### config.mk
export PLATFORM = sky130hd
export DESIGN_NAME = karatsuba_result_stage
export DESIGN_NICKNAME = d
export VERILOG_FILES = /design/src/rtl/karatsuba_result_stage.sv
export SDC_FILE = /design/constraint.sdc
export NUM_CORES = 1
export LEC_CHECK = 0
export CAP_MARGIN = 20
export CORE_ASPECT_RATIO = 0.5
export CORE_UTILIZATION = 55
export CTS_CLUSTER_SIZE = 8
export DETAILED_ROUTE_END_ITERATION = 8
export PLACE_DENSITY = 0.85
export SLEW_MARGIN = 10
export SYNTH_ARGS = -nofsm -noshare
export SYNTH_HDL_FRONTEND = slang
export SYNTH_SLANG_ARGS = --single-unit
### constraint.sdc
create_clock -name clkn_i -period 3.2 [get_ports clkn_i]
set_clock_uncertainty 0.05 [all_clocks]
set_input_delay 0.64 -clock clkn_i [delete_from_list [all_inputs] [get_ports clkn_i]]
set_output_delay 0.64 -clock clkn_i [all_outputs]
set_load 0.05 [all_outputs]
### src/rtl/karatsuba_result_stage.sv
`default_nettype none
// ============================================================================
// Module   : karatsuba_result_stage
// Brief    : Result stage behind a 24x24 Karatsuba multiplier. It tracks
//            operations in flight, rounds each product half-up, saturates it
//            and queues it in a credit-protected result FIFO.
//            Optional macro RESULT_STICKY_SAT_EN adds a sticky saturation flag.
// Revision : 1.0 - initial release
// ============================================================================
module karatsuba_result_stage #(
    parameter int MULT_LAT   = 2,
    parameter int FRAC_BITS  = 24,
    parameter int OUT_W      = 24,
    parameter int FIFO_DEPTH = 4
) (
    input  logic             clkn_i,
    input  logic             rstn_i,
    input  logic             issue_i,
    output logic             issue_ready_o,
    input  logic [47:0]      product_i,
    output logic             res_valid_o,
    input  logic             res_ready_i,
    output logic [OUT_W-1:0] res_data_o,
    output logic             res_sat_o
`ifdef RESULT_STICKY_SAT_EN
    ,
    input  logic             sat_clr_i,
    output logic             sat_sticky_o
`endif
);

    localparam int C_PTR_W = $clog2(FIFO_DEPTH);
    localparam int C_CNT_W = $clog2(FIFO_DEPTH + 1);
    localparam logic [C_CNT_W-1:0] C_DEPTH = C_CNT_W'(FIFO_DEPTH);

    logic [MULT_LAT-1:0]  vld_q, vld_d;
    logic [C_CNT_W-1:0]   credits_q, credits_d;
    logic [C_CNT_W-1:0]   cnt_q, cnt_d;
    logic [C_PTR_W-1:0]   wr_ptr_q, wr_ptr_d;
    logic [C_PTR_W-1:0]   rd_ptr_q, rd_ptr_d;
    logic [OUT_W:0]       mem_q [FIFO_DEPTH];
    logic [OUT_W:0]       mem_d [FIFO_DEPTH];

    logic                 w_accept;
    logic                 w_push;
    logic                 w_pop;
    logic                 w_not_empty;
    logic                 w_full;
    logic [48:0]          w_quot;
    logic                 w_sat;
    logic [OUT_W-1:0]     w_data;

    assign issue_ready_o = (credits_q != '0);
    assign w_accept      = issue_i & issue_ready_o;
    assign w_not_empty   = (cnt_q != '0);
    assign w_full        = (cnt_q == C_DEPTH);
    assign w_push        = vld_q[MULT_LAT-1];
    assign w_pop         = w_not_empty & res_ready_i;

    generate
        if (MULT_LAT == 1) begin : g_vld_single
            always_comb vld_d = w_accept;
        end else begin : g_vld_shift
            always_comb vld_d = {vld_q[MULT_LAT-2:0], w_accept};
        end
    endgenerate

    // 49-bit sum so the rounding carry out of a full-scale product is kept.
    generate
        if (FRAC_BITS == 0) begin : g_round_bypass
            assign w_quot = {1'b0, product_i};
        end else begin : g_round_half_up
            localparam logic [48:0] C_HALF = 49'd1 << (FRAC_BITS - 1);
            logic [48:0] w_rounded;
            assign w_rounded = {1'b0, product_i} + C_HALF;
            assign w_quot    = w_rounded >> FRAC_BITS;
        end
    endgenerate

    assign w_sat  = |w_quot[48:OUT_W];
    assign w_data = w_sat ? {OUT_W{1'b1}} : w_quot[OUT_W-1:0];

    always_comb begin
        credits_d = credits_q;
        if (w_accept && !w_pop) begin
            credits_d = credits_q - C_CNT_W'(1);
        end else if (!w_accept && w_pop) begin
            credits_d = credits_q + C_CNT_W'(1);
        end
    end

    always_comb begin
        cnt_d    = cnt_q;
        wr_ptr_d = wr_ptr_q;
        rd_ptr_d = rd_ptr_q;
        mem_d    = mem_q;
        if (w_push) begin
            mem_d[wr_ptr_q] = {w_data, w_sat};
            wr_ptr_d        = wr_ptr_q + C_PTR_W'(1);
        end
        if (w_pop) begin
            rd_ptr_d = rd_ptr_q + C_PTR_W'(1);
        end
        if (w_push && !w_pop) begin
            cnt_d = cnt_q + C_CNT_W'(1);
        end else if (!w_push && w_pop) begin
            cnt_d = cnt_q - C_CNT_W'(1);
        end
    end

    always_ff @(posedge clkn_i or negedge rstn_i) begin
        if (!rstn_i) begin
            vld_q     <= '0;
            credits_q <= C_DEPTH;
            cnt_q     <= '0;
            wr_ptr_q  <= '0;
            rd_ptr_q  <= '0;
            for (int i = 0; i < FIFO_DEPTH; i++) begin
                mem_q[i] <= '0;
            end
        end else begin
            vld_q     <= vld_d;
            credits_q <= credits_d;
            cnt_q     <= cnt_d;
            wr_ptr_q  <= wr_ptr_d;
            rd_ptr_q  <= rd_ptr_d;
            mem_q     <= mem_d;
        end
    end

    // Outputs are forced to zero while empty so stale entries never show.
    always_comb begin
        res_valid_o = w_not_empty;
        res_data_o  = '0;
        res_sat_o   = 1'b0;
        if (w_not_empty) begin
            {res_data_o, res_sat_o} = mem_q[rd_ptr_q];
        end
    end

`ifdef RESULT_STICKY_SAT_EN
    logic sat_sticky_q, sat_sticky_d;

    always_comb begin
        sat_sticky_d = sat_sticky_q;
        if (w_push && w_sat) begin
            sat_sticky_d = 1'b1;
        end else if (sat_clr_i) begin
            sat_sticky_d = 1'b0;
        end
    end

    always_ff @(posedge clkn_i or negedge rstn_i) begin
        if (!rstn_i) begin
            sat_sticky_q <= 1'b0;
        end else begin
            sat_sticky_q <= sat_sticky_d;
        end
    end

    assign sat_sticky_o = sat_sticky_q;
`endif

`ifndef SYNTHESIS
    a_no_overflow : assert property (@(posedge clkn_i) disable iff (!rstn_i)
        !(w_push && !w_pop && w_full));
    a_no_underflow : assert property (@(posedge clkn_i) disable iff (!rstn_i)
        !(w_pop && !w_not_empty));
`endif

endmodule
`default_nettype wire

==> results of run 1 <==
power groups by stage:
stage	registers (mW)	logic [mW]	clock network, mW
2_1_floorplan	2.37	3.05	0
3_3_place_gp	2.47	3.93	0
3_5_place_dp	2.53	4.04	0
4_1_cts	2.51	4.07	1.19
5_1_grt	2.59	4.34	1.24
6_report	2.51	4.04	1.17
metrics by stage:
stage | power, mW | hold slack [ps] | setup WS [ps] | utilization [%]
CTS | 7.76 | 255 | 437 | 68.1
floorplan | 5.42 | 281 | 569 | -
detailed placement | 6.56 | 291 | 155 | 64.8
finish | 7.72 | 231 | 435 | 68.1
global placement | 6.40 | 282 | 161 | 64.8
global route | 8.17 | 283 | 385 | 68.1
registers in the layout, summed over array words and instances, names as in the netlist:
signal / count
mem_q: 100
cnt_q: 3
credits_q: 3
rd_ptr_q: 2
vld_q: 2
wr_ptr_q: 2
worst min path at each step:
stage / startpoint / to / slack [ps] / cells past startpoint
3_5_place_dp: vld_q[0] / vld_q[1] / 290 / 0
2_1_floorplan: vld_q[0] / vld_q[1] / 280 / 0
4_1_cts: rstn_i / mem_q[48] / 260 / 1
6_report: rstn_i / mem_q[48] / 230 / 1
3_3_place_gp: vld_q[0] / vld_q[1] / 280 / 0
5_1_grt: rstn_i / mem_q[48] / 280 / 1
metal layers:
metal  wire [um]  track usage (%)
met1        5490             33.4
met2        6220             44.8
met3         671             6.00
met4         383             14.5
met5           0                0
logic make-up after synthesis:
family	after synthesis	synth area share (%)
multiplexers	46	14.3
XOR/XNOR	21	3.28
flip-flops	112	50.1
AND/OR/NAND/NOR	183	15.7
AO/OA/AOI/OAI	113	10.9
adder cells (fa/ha/maj)	9	2.28
buffers and inverters	40	3.57
area by class of cell:
type | count | area, sq um | share of cell area, %
Clock buffer | 10 | 239 | 3.63
Clock inverter | 6 | 72.6 | 1.10
Inverter | 8 | 30.0 | 0.456
Multi-Input combinational cell | 372 | 2600 | 39.5
Sequential cell | 112 | 2810 | 42.6
Tap cell | 135 | 169 | 2.57
Timing Repair Buffer | 74 | 666 | 10.1
synth_stat cells (3+ instances only):
| library cell | n |
|---|---|
| a21oi_1 | 28 |
| and2_1 | 26 |
| and3_1 | 4 |
| and4_1 | 3 |
| clkbuf_1 | 22 |
| clkdlybuf4s50_2 | 3 |
| dfrtp_1 | 111 |
| ha_1 | 7 |
| inv_1 | 8 |
| mux2_2 | 20 |
| mux4_2 | 25 |
| nand2_1 | 88 |
| nand3_1 | 10 |
| nand4_1 | 10 |
| nor2_1 | 22 |
| nor3_1 | 3 |
| nor4_1 | 8 |
| o21ai_0 | 74 |
| o31ai_1 | 4 |
| or3_1 | 3 |
| xnor2_1 | 8 |
| xor2_1 | 13 |
==> out/qor.yml, run 1 <==
r2r-end: "cnt_q[2]"
rr_worst_depth: 8
cts_sinks: 112
netlist_area_sq_um: 5600
finish.instance_area_sq_um: 6580
reg2reg_from: "cnt_q[1]"
drtIter0Drc: 275
pwr-share-clk_pct: 15.2
worst-path-buf-inv: 1
synth-seq-cells: 112
diodes: 0
firstDrtPassIters: 5
final_common_cell: "dfrtp_1"
p_comb_share_pct: 52.3
core-area_sq_um: 9670
hold_class: "primary input to asynchronous set/reset pin"
area_delta_synth_final_pct: 17.4
path_depth: 2
start_util_pct: 58.0
ys.flop_type: "dfrtp_1"
remaining_drc_errors: 0
critPathTopFamily: "buffers and inverters"
post_drt_via_cell_ratio: 5.91
htreeDepth: 3
slew_violations: 0
ir_drop_mv: 0.527
fin_nets: 638
ys_seq_area_share_pct: 50.1
dieArea_sq_um: 10600
post-cts-setup-buffers: 0
worstSetupPathType: "flop to output pin"
insertion_delay_ps: 360
cts_tree: "done"
critPathCaptureType: "output pin"
grt_pass1_wl_mm: 21.1
fmax_ghz: 0.362
ant_nets: 0
place_inst: 701
rsz0062_at_grt: "no"
endpoint: "res_valid_o"
io-pin-count: 79
max_stage_delay_ps: 770
cts_root_buffer: "clkbuf_16"
p_sw_mw: 3.35
max_cap_violations: 0
routed-via-count: 4236
seqPwrFrac_pct: 32.5
rows: 25
synthArstFlopShare_pct: 100
grt_pass1_vias: 4243
synth_cells: 524
fin_crit_sh_pct: 86.4
switching_share_pct: 43.4
numPortBuffers: 55
cp-startpoint: "cnt_q[1]"
placed_area_sq_um: 6270
cp.required_ps: 2510
track_usage_pct: 26.9
synth_top_cell_area_share_pct: 49.6
grt_max_degree: 66
powerDensity_nw_per_um2: 1170
fillers: 696
slowest_stage: "clkdlybuf4s50_1"
final_cell_mix: "dfrtp_1 (110), nand2_1 (88), o21ai_0 (74)"
fin_cells: 717
hold_viol: 0
setup_tns_ps: 0
clk_pin_slew_worst_paths_ps: 70
syn-num-nets: 585
layout-drive-gt1-share_pct: 19.8
grt.overflow.total: 0
hpwl_mm: 8.62
p_int_mw: 4.37
slew_headroom_pct: 51.6
setup_viol: 0
ff2ff_setup_slack_ps: 870
drt_wl_total_mm: 12.8
yosys_warnings: 0
cp_max_fo: 9
die_w_um: 145
avgSynthCellArea_sq_um: 10.7
synth_top_area_cell: "dfrtp_1"
status: "finished clean"
antenna_found_initial: 0
worst_pin_slew_ps: 724
routabilityCongestion: 0.923
p_leak_nw: 2.85
crit_chain: "or3_1 > clkdlybuf4s50_1"
post-route-min-period_ps: 2760
critPathLaunchType: "flop"
crit_arrival_ps: 2070
cts_buffers: 9
ys_types: 40
ctsHoldBuffers: 0
clk_path_buf_depth: 2
wl_per_cell_um: 17.8
synth_edf_count: 0
die_h_um: 73.4
synth_area_leaders: "dfrtp_1 (50%), mux4_2 (10%), o21ai_0 (6.6%), nand2_1 (5.9%), mux2_2 (4.0%)"
ctsResizeCount: 0
No activity file was read; power rests on OpenSTA's default activity.
==> run 2, diff against run 1 <==
- CTS_CLUSTER_SIZE: 8 -> default
==> results of run 2 <==
Same layout as run 1: the final DEF is identical, and so are final timing and power.
